[src/rtl/line_fill_engine_if.sv]
// Refill port bundle: cache-side fill request/beat stream plus the Sysbus
// master signals, with the engine on the master modport.
interface line_fill_engine_if #(
  parameter int BUS_DATA_WIDTH = 64,
  parameter int BUS_TAG_WIDTH  = 13,
  parameter int BEATS          = 8
);
  localparam int IDX_WIDTH = (BEATS > 1) ? $clog2(BEATS) : 1;

  logic                      fill_req;
  logic [63:0]               fill_addr;
  logic                      has_bus;
  logic                      oassert_bus;
  logic                      bus_reqcyc;
  logic [BUS_DATA_WIDTH-1:0] bus_req;
  logic [BUS_TAG_WIDTH-1:0]  bus_reqtag;
  logic                      bus_reqack;
  logic                      bus_respcyc;
  logic [BUS_DATA_WIDTH-1:0] bus_resp;
  logic [BUS_TAG_WIDTH-1:0]  bus_resptag;
  logic                      bus_respack;
  logic                      fill_busy;
  logic [63:0]               fill_line_addr;
  logic                      fill_beat_valid;
  logic [IDX_WIDTH-1:0]      fill_beat_idx;
  logic [BUS_DATA_WIDTH-1:0] fill_beat_data;
  logic                      fill_done;

  modport master (
    input  fill_req, fill_addr, has_bus, bus_reqack, bus_respcyc, bus_resp, bus_resptag,
    output oassert_bus, bus_reqcyc, bus_req, bus_reqtag, bus_respack, fill_busy,
           fill_line_addr, fill_beat_valid, fill_beat_idx, fill_beat_data, fill_done
  );

  modport slave (
    output fill_req, fill_addr, has_bus, bus_reqack, bus_respcyc, bus_resp, bus_resptag,
    input  oassert_bus, bus_reqcyc, bus_req, bus_reqtag, bus_respack, fill_busy,
           fill_line_addr, fill_beat_valid, fill_beat_idx, fill_beat_data, fill_done
  );
endinterface

[src/rtl/line_fill_engine.sv]
// Cache line refill master: wins the bus, issues one line read and streams the
// returned beats to the cache data array, then pulses fill_done.
module line_fill_engine #(
  parameter int                       BUS_DATA_WIDTH = 64,
  parameter int                       BUS_TAG_WIDTH  = 13,
  parameter int                       BEATS          = 8,
  parameter logic [BUS_TAG_WIDTH-1:0] READ_TAG       = 13'h1100
) (
  input logic                clk,
  input logic                reset,
  line_fill_engine_if.master lf
);
  localparam int                   IDX_WIDTH = (BEATS > 1) ? $clog2(BEATS) : 1;
  localparam logic [IDX_WIDTH-1:0] LAST_BEAT = IDX_WIDTH'(BEATS - 1);

  typedef enum logic [2:0] {
    IDLE = 3'd0,
    ARB  = 3'd1,
    REQ  = 3'd2,
    RESP = 3'd3,
    DONE = 3'd4
  } state_t;

  state_t                    state_r;
  logic [IDX_WIDTH-1:0]      count_r;
  logic                      oassert_bus_r;
  logic                      bus_reqcyc_r;
  logic [BUS_DATA_WIDTH-1:0] bus_req_r;
  logic [BUS_TAG_WIDTH-1:0]  bus_reqtag_r;
  logic                      fill_busy_r;
  logic [63:0]               fill_line_addr_r;
  logic                      fill_beat_valid_r;
  logic [IDX_WIDTH-1:0]      fill_beat_idx_r;
  logic [BUS_DATA_WIDTH-1:0] fill_beat_data_r;
  logic                      fill_done_r;
  logic                      bus_respack_s;
  logic                      unused_s;

  // Response tag and the byte offset within the line carry no information here.
  assign unused_s = ^{lf.bus_resptag, lf.fill_addr[5:0]};

  // Beats are acknowledged combinationally, and only while collecting the line.
  always_comb begin
    bus_respack_s = 1'b0;
    if (state_r == RESP) begin
      bus_respack_s = lf.bus_respcyc;
    end else begin
      bus_respack_s = 1'b0;
    end
  end

  // Refill sequencer with registered bus and cache-side outputs.
  always_ff @(posedge clk) begin
    if (reset) begin
      state_r           <= IDLE;
      count_r           <= '0;
      oassert_bus_r     <= 1'b0;
      bus_reqcyc_r      <= 1'b0;
      bus_req_r         <= '0;
      bus_reqtag_r      <= '0;
      fill_busy_r       <= 1'b0;
      fill_line_addr_r  <= 64'd0;
      fill_beat_valid_r <= 1'b0;
      fill_beat_idx_r   <= '0;
      fill_beat_data_r  <= '0;
      fill_done_r       <= 1'b0;
    end else begin
      fill_beat_valid_r <= 1'b0;
      fill_done_r       <= 1'b0;
      case (state_r)
        IDLE: begin
          if (lf.fill_req) begin
            fill_line_addr_r <= {lf.fill_addr[63:6], 6'b000000};
            oassert_bus_r    <= 1'b1;
            fill_busy_r      <= 1'b1;
            state_r          <= ARB;
          end
        end
        ARB: begin
          if (lf.has_bus) begin
            bus_reqcyc_r <= 1'b1;
            bus_req_r    <= BUS_DATA_WIDTH'(fill_line_addr_r);
            bus_reqtag_r <= READ_TAG;
            state_r      <= REQ;
          end
        end
        REQ: begin
          if (lf.bus_reqack) begin
            bus_reqcyc_r <= 1'b0;
            bus_req_r    <= '0;
            bus_reqtag_r <= '0;
            state_r      <= RESP;
          end
        end
        RESP: begin
          // Grant loss is not checked here: the arbiter holds it while oassert_bus is high.
          if (lf.bus_respcyc) begin
            fill_beat_data_r  <= lf.bus_resp;
            fill_beat_idx_r   <= count_r;
            fill_beat_valid_r <= 1'b1;
            if (count_r == LAST_BEAT) begin
              count_r       <= '0;
              fill_done_r   <= 1'b1;
              oassert_bus_r <= 1'b0;
              state_r       <= DONE;
            end else begin
              count_r <= count_r + IDX_WIDTH'(1);
            end
          end
        end
        DONE: begin
          fill_busy_r <= 1'b0;
          state_r     <= IDLE;
        end
        default: begin
          count_r       <= '0;
          oassert_bus_r <= 1'b0;
          bus_reqcyc_r  <= 1'b0;
          bus_req_r     <= '0;
          bus_reqtag_r  <= '0;
          fill_busy_r   <= 1'b0;
          state_r       <= IDLE;
        end
      endcase
    end
  end

  assign lf.oassert_bus     = oassert_bus_r;
  assign lf.bus_reqcyc      = bus_reqcyc_r;
  assign lf.bus_req         = bus_req_r;
  assign lf.bus_reqtag      = bus_reqtag_r;
  assign lf.bus_respack     = bus_respack_s;
  assign lf.fill_busy       = fill_busy_r;
  assign lf.fill_line_addr  = fill_line_addr_r;
  assign lf.fill_beat_valid = fill_beat_valid_r;
  assign lf.fill_beat_idx   = fill_beat_idx_r;
  assign lf.fill_beat_data  = fill_beat_data_r;
  assign lf.fill_done       = fill_done_r;
endmodule

[src/flat_wrapper.sv]
// flat-port wrapper written by rule: the top's interface ports become plain ports
module line_fill_engine_flat 
#(
  parameter int                       BUS_DATA_WIDTH = 64,
  parameter int                       BUS_TAG_WIDTH  = 13,
  parameter int                       BEATS          = 8,
  parameter logic [BUS_TAG_WIDTH-1:0] READ_TAG       = 13'h1100
)
  (clk, reset, lf_fill_req, lf_fill_addr, lf_has_bus, lf_bus_reqack, lf_bus_respcyc, lf_bus_resp, lf_bus_resptag, lf_oassert_bus, lf_bus_reqcyc, lf_bus_req, lf_bus_reqtag, lf_bus_respack, lf_fill_busy, lf_fill_line_addr, lf_fill_beat_valid, lf_fill_beat_idx, lf_fill_beat_data, lf_fill_done);
  line_fill_engine_if #(.BUS_DATA_WIDTH(BUS_DATA_WIDTH), .BUS_TAG_WIDTH(BUS_TAG_WIDTH), .BEATS(BEATS)) lf_i ();
  input logic clk;
  input logic reset;
  input wire logic [$bits(lf_i.fill_req)-1:0] lf_fill_req;
  input wire logic [$bits(lf_i.fill_addr)-1:0] lf_fill_addr;
  input wire logic [$bits(lf_i.has_bus)-1:0] lf_has_bus;
  input wire logic [$bits(lf_i.bus_reqack)-1:0] lf_bus_reqack;
  input wire logic [$bits(lf_i.bus_respcyc)-1:0] lf_bus_respcyc;
  input wire logic [$bits(lf_i.bus_resp)-1:0] lf_bus_resp;
  input wire logic [$bits(lf_i.bus_resptag)-1:0] lf_bus_resptag;
  output wire logic [$bits(lf_i.oassert_bus)-1:0] lf_oassert_bus;
  output wire logic [$bits(lf_i.bus_reqcyc)-1:0] lf_bus_reqcyc;
  output wire logic [$bits(lf_i.bus_req)-1:0] lf_bus_req;
  output wire logic [$bits(lf_i.bus_reqtag)-1:0] lf_bus_reqtag;
  output wire logic [$bits(lf_i.bus_respack)-1:0] lf_bus_respack;
  output wire logic [$bits(lf_i.fill_busy)-1:0] lf_fill_busy;
  output wire logic [$bits(lf_i.fill_line_addr)-1:0] lf_fill_line_addr;
  output wire logic [$bits(lf_i.fill_beat_valid)-1:0] lf_fill_beat_valid;
  output wire logic [$bits(lf_i.fill_beat_idx)-1:0] lf_fill_beat_idx;
  output wire logic [$bits(lf_i.fill_beat_data)-1:0] lf_fill_beat_data;
  output wire logic [$bits(lf_i.fill_done)-1:0] lf_fill_done;
  assign lf_i.fill_req = lf_fill_req;
  assign lf_i.fill_addr = lf_fill_addr;
  assign lf_i.has_bus = lf_has_bus;
  assign lf_i.bus_reqack = lf_bus_reqack;
  assign lf_i.bus_respcyc = lf_bus_respcyc;
  assign lf_i.bus_resp = lf_bus_resp;
  assign lf_i.bus_resptag = lf_bus_resptag;
  assign lf_oassert_bus = lf_i.oassert_bus;
  assign lf_bus_reqcyc = lf_i.bus_reqcyc;
  assign lf_bus_req = lf_i.bus_req;
  assign lf_bus_reqtag = lf_i.bus_reqtag;
  assign lf_bus_respack = lf_i.bus_respack;
  assign lf_fill_busy = lf_i.fill_busy;
  assign lf_fill_line_addr = lf_i.fill_line_addr;
  assign lf_fill_beat_valid = lf_i.fill_beat_valid;
  assign lf_fill_beat_idx = lf_i.fill_beat_idx;
  assign lf_fill_beat_data = lf_i.fill_beat_data;
  assign lf_fill_done = lf_i.fill_done;
  line_fill_engine #(.BUS_DATA_WIDTH(BUS_DATA_WIDTH), .BUS_TAG_WIDTH(BUS_TAG_WIDTH), .BEATS(BEATS), .READ_TAG(READ_TAG)) u_core (.clk(clk), .reset(reset), .lf(lf_i));
endmodule
[config.mk]
export PLATFORM = sky130hd
export DESIGN_NAME = line_fill_engine_flat
export DESIGN_NICKNAME = d
export VERILOG_FILES = /design/src/rtl/line_fill_engine_if.sv /design/src/rtl/line_fill_engine.sv /design/src/flat_wrapper.sv
export SDC_FILE = /design/constraint.sdc
export NUM_CORES = 1
export LEC_CHECK = 0
export CAP_MARGIN = 20
export CORE_AREA = 3 3 139 141
export CTS_CLUSTER_DIAMETER = 80
export DETAILED_ROUTE_END_ITERATION = 7
export DIE_AREA = 0 0 142 144
export PLACE_DENSITY = 0.77
export SLEW_MARGIN = 5
export SYNTH_ARGS = -nofsm -noshare
export SYNTH_HDL_FRONTEND = slang
export SYNTH_SLANG_ARGS = --single-unit
[constraint.sdc]
create_clock -name clk -period 3.3 [get_ports clk]
set_input_delay 0.495 -clock clk [delete_from_list [all_inputs] [get_ports clk]]
set_output_delay 0.495 -clock clk [all_outputs]
set_load 0.05 [all_outputs]
==> results.ini <==
[status]
outcome = completed

[worst_setup_path]
critical_path_arrival_ns = 1.75
start_kind = flip-flop
worstRegToRegCells = 4
cp_max_fo = 18
setup.reg_to_reg.worst_slack_ns = 1.24
setup.worst_path.end_class = output port
regToRegStartpoint = u_core.state_r[1]
worstReg2RegEnd = u_core.lf.bus_req[37]
cp.required_ns = 2.80
timing_worst_setup_path_type = flip-flop to output port

[yosys]
post-synth-top-area-fraction_pct = 57.73
synth-edff-count = 0
synthDistinctLibCells = 33
synthesis.instances = 753
postSynth.asyncResetShare_pct = 0
ys_warn_count = 0
synth_top_cells_by_area = dfxtp_1 58%, nand2_1 14%, a21oi_1 9.5%, a22o_1 7.6%, buf_4 3.5%
synth.avg_cell_area_um2 = 8.935
yosysSeqAreaShare_pct = 57.73
synthFlopType = dfxtp_1
synth_seq_cells = 194
synth_area_um2 = 6728
synth_area_leader_cell = dfxtp_1

[sta]
clock-skew-final_ns = 0.01320
report.final.slew_viol_count = 0
setup_viol_count_final = 0
finalWorstSetupSlack_ns = 1.050
fin_crit_ns = 2.250
final.setup.tns_ns = 0
maxSlewHeadroom_pct = 42.80
period_utilization_pct = 68.17
worstMarginPinSlew_ns = 0.8579
finalHoldViolations = 0
fmaxAchievable_ghz = 0.4445
unrepaired_setup_endpoints_after_global_routing = false

[detailed_routing]
post-route-drc-count = 0
vias = 6217
route.detailed.wl_per_inst_um = 16.10
route.antenna.remaining_nets = 0
detailedRoute.firstPassIterationCount = 4
vias_per_cell = 4.842
drt-initial-drc-count = 249
totalWireLength_um = 20670

[pwr]
peakVddDrop_uv = 390.2
leakagePower_nw = 3.811
powerDensity_nw_per_um2 = 516.5

[global_routing]
grt.overflow.total = 0
grt_start_max_net_pins = 72
global_route_wire_length_before_repair_um = 31840
grt_antenna_before_repair = 0
first_global_vias = 6058
grt_use_total_pct = 19.51

[floorplan]
core_area_um2 = 18090
die_y_um = 144
num_io_pins = 361
effective_utilization_at_floorplan_pct = 37.20
die-area_um2 = 20450
die_w_um = 142
floorplan.rows = 49

[clock_network]
post_cts_resize_count = 0
max-clock-path-buffers = 2
cts.sinks = 194
cts_inserted_buffers = 17
post-cts-setup-buffers = 0
ctsHtreeMaxLevel = 4
clk-insertion-delay-late_ns = 0.43
cts_root_buf = clkbuf_16
ctsHoldBuffers = 0
cts_tree = done
cts.reportedPaths.clkPinSlew_ns = 0.08

[hold_path]
timing.hold.worst.class = flip-flop to flip-flop
endpoint_of_the_worst_hold_path = u_core.lf.fill_beat_data[3]
holdPathStages = 2
worst_min_delay_path_startpoint = u_core.lf.fill_beat_data[3]

[placed_design]
dpl-instance-area_um2 = 9915
finalWeightedCongestion = 0.8039
place.detailed.hpwl_um = 14350
buffer_ports.inserted = 318
preCtsSetupSlack_ns = 0.9456

[final_layout]
fillers = 1593
area_growth_syn_to_layout_pct = 56.22
final_cell_area_um2 = 10510
layout-drive-gt1-share_pct = 4.834
num_antenna_cells = 0
net_total_in_the_final_layout = 1191

[flow_run]
maxCapViolations = 0

how the worst max path moves through the flow:
stage	from	endpoint	slack (ns)
floorplan	u_core.state_r[1]	lf_bus_respack	1.64
detailed placement	reset	u_core.lf.fill_beat_data[7]	0.95
global placement	reset	u_core.lf.fill_beat_valid	0.97
finish	u_core.state_r[1]	lf_bus_respack	1.05
global route	u_core.state_r[1]	lf_bus_respack	0.92
CTS	u_core.state_r[1]	lf_bus_respack	1.03
cell type report:
cell class                      instances  area [um^2]  area share (%)
Clock buffer                           18        429.2           4.083
Inverter                                3        11.26          0.1071
Timing Repair Buffer                  330         3281           31.21
Tap cell                              229        286.5           2.726
Sequential cell                       194         3884           36.95
Multi-Input combinational cell        496         2452           23.33
Clock inverter                         14        166.4           1.583
where the power goes:
| group | internal [mW] | switching, mW |
|---|---|---|
| logic | 0.323 | 0.559 |
| registers | 2.42 | 0.0571 |
| clock network | 1.08 | 0.989 |
per-layer routing:
layer | up-vias | wire length [um] | global-route usage (%)
met3 | 19 | 1878 | 7.341
met4 | 0 | 338 | 5.505
li1 | 3043 | - | -
met5 | - | 0 | 0
met2 | 259 | 10040 | 34.14
met1 | 2896 | 8420 | 22.36
cell usage in the layout, fill, tap and decap left out, drive strengths merged, types with 2 or more instances in the layout:
cell type	synthesis	final
nor2	2	2
clkinv	0	5
a22o	58	58
nor3	2	2
mux2i	3	3
nand3	4	4
nand2	257	257
nor4	2	2
conb	1	23
clkdlybuf4s50	0	316
ha	2	2
clkbuf	26	18
and3	2	2
inv	3	10
buf	56	14
a21oi	128	128
dfxtp	194	194
kinds of logic after synthesis:
family	share of synthesized area [%]
AND/OR/NAND/NOR	16.40
flip-flops	57.73
AO/OA/AOI/OAI	17.67
buffers and inverters	7.327
multiplexers	0.4464
adder cells (fa/ha/maj)	0.3719
other	0.05574
flip-flops by register name, indices dropped and copies added, names as in the netlist, 3 cells and up:
register and cells:
u_core.lf.fill_beat_data 64, u_core.count_r 3, u_core.lf.bus_req 58, u_core.lf.fill_line_addr 58
u_core.lf.fill_beat_idx 3, u_core.state_r 3
per-stage QoR:
stage	hold WS [ns]	utilization, %	instances	power, mW
final	0.4541	58.11	1284	5.429
after global routing	0.4590	58.11	1284	5.649
after CTS	0.4500	58.11	1284	5.495
after detailed placement	0.4458	54.82	1252	3.415
after global placement	0.4407	54.82	1252	3.403
after floorplan	0.4488	-	775	3.069
synthesized netlist by cell type, drive strengths merged, types with 2 or more instances:
library cell	instances
nand2	257
dfxtp	194
a21oi	128
a22o	58
buf	56
clkbuf	26
nand3	4
inv	3
mux2i	3
and3	2
ha	2
nor2	2
nor3	2
nor4	2
critical path, stage by stage (launching register included):
cell	delay, ns
dfxtp_1	0.60
nand4b_1	0.21
inv_2	0.33
buf_12	0.19
Note: power is estimated with default switching activity, not from simulation.
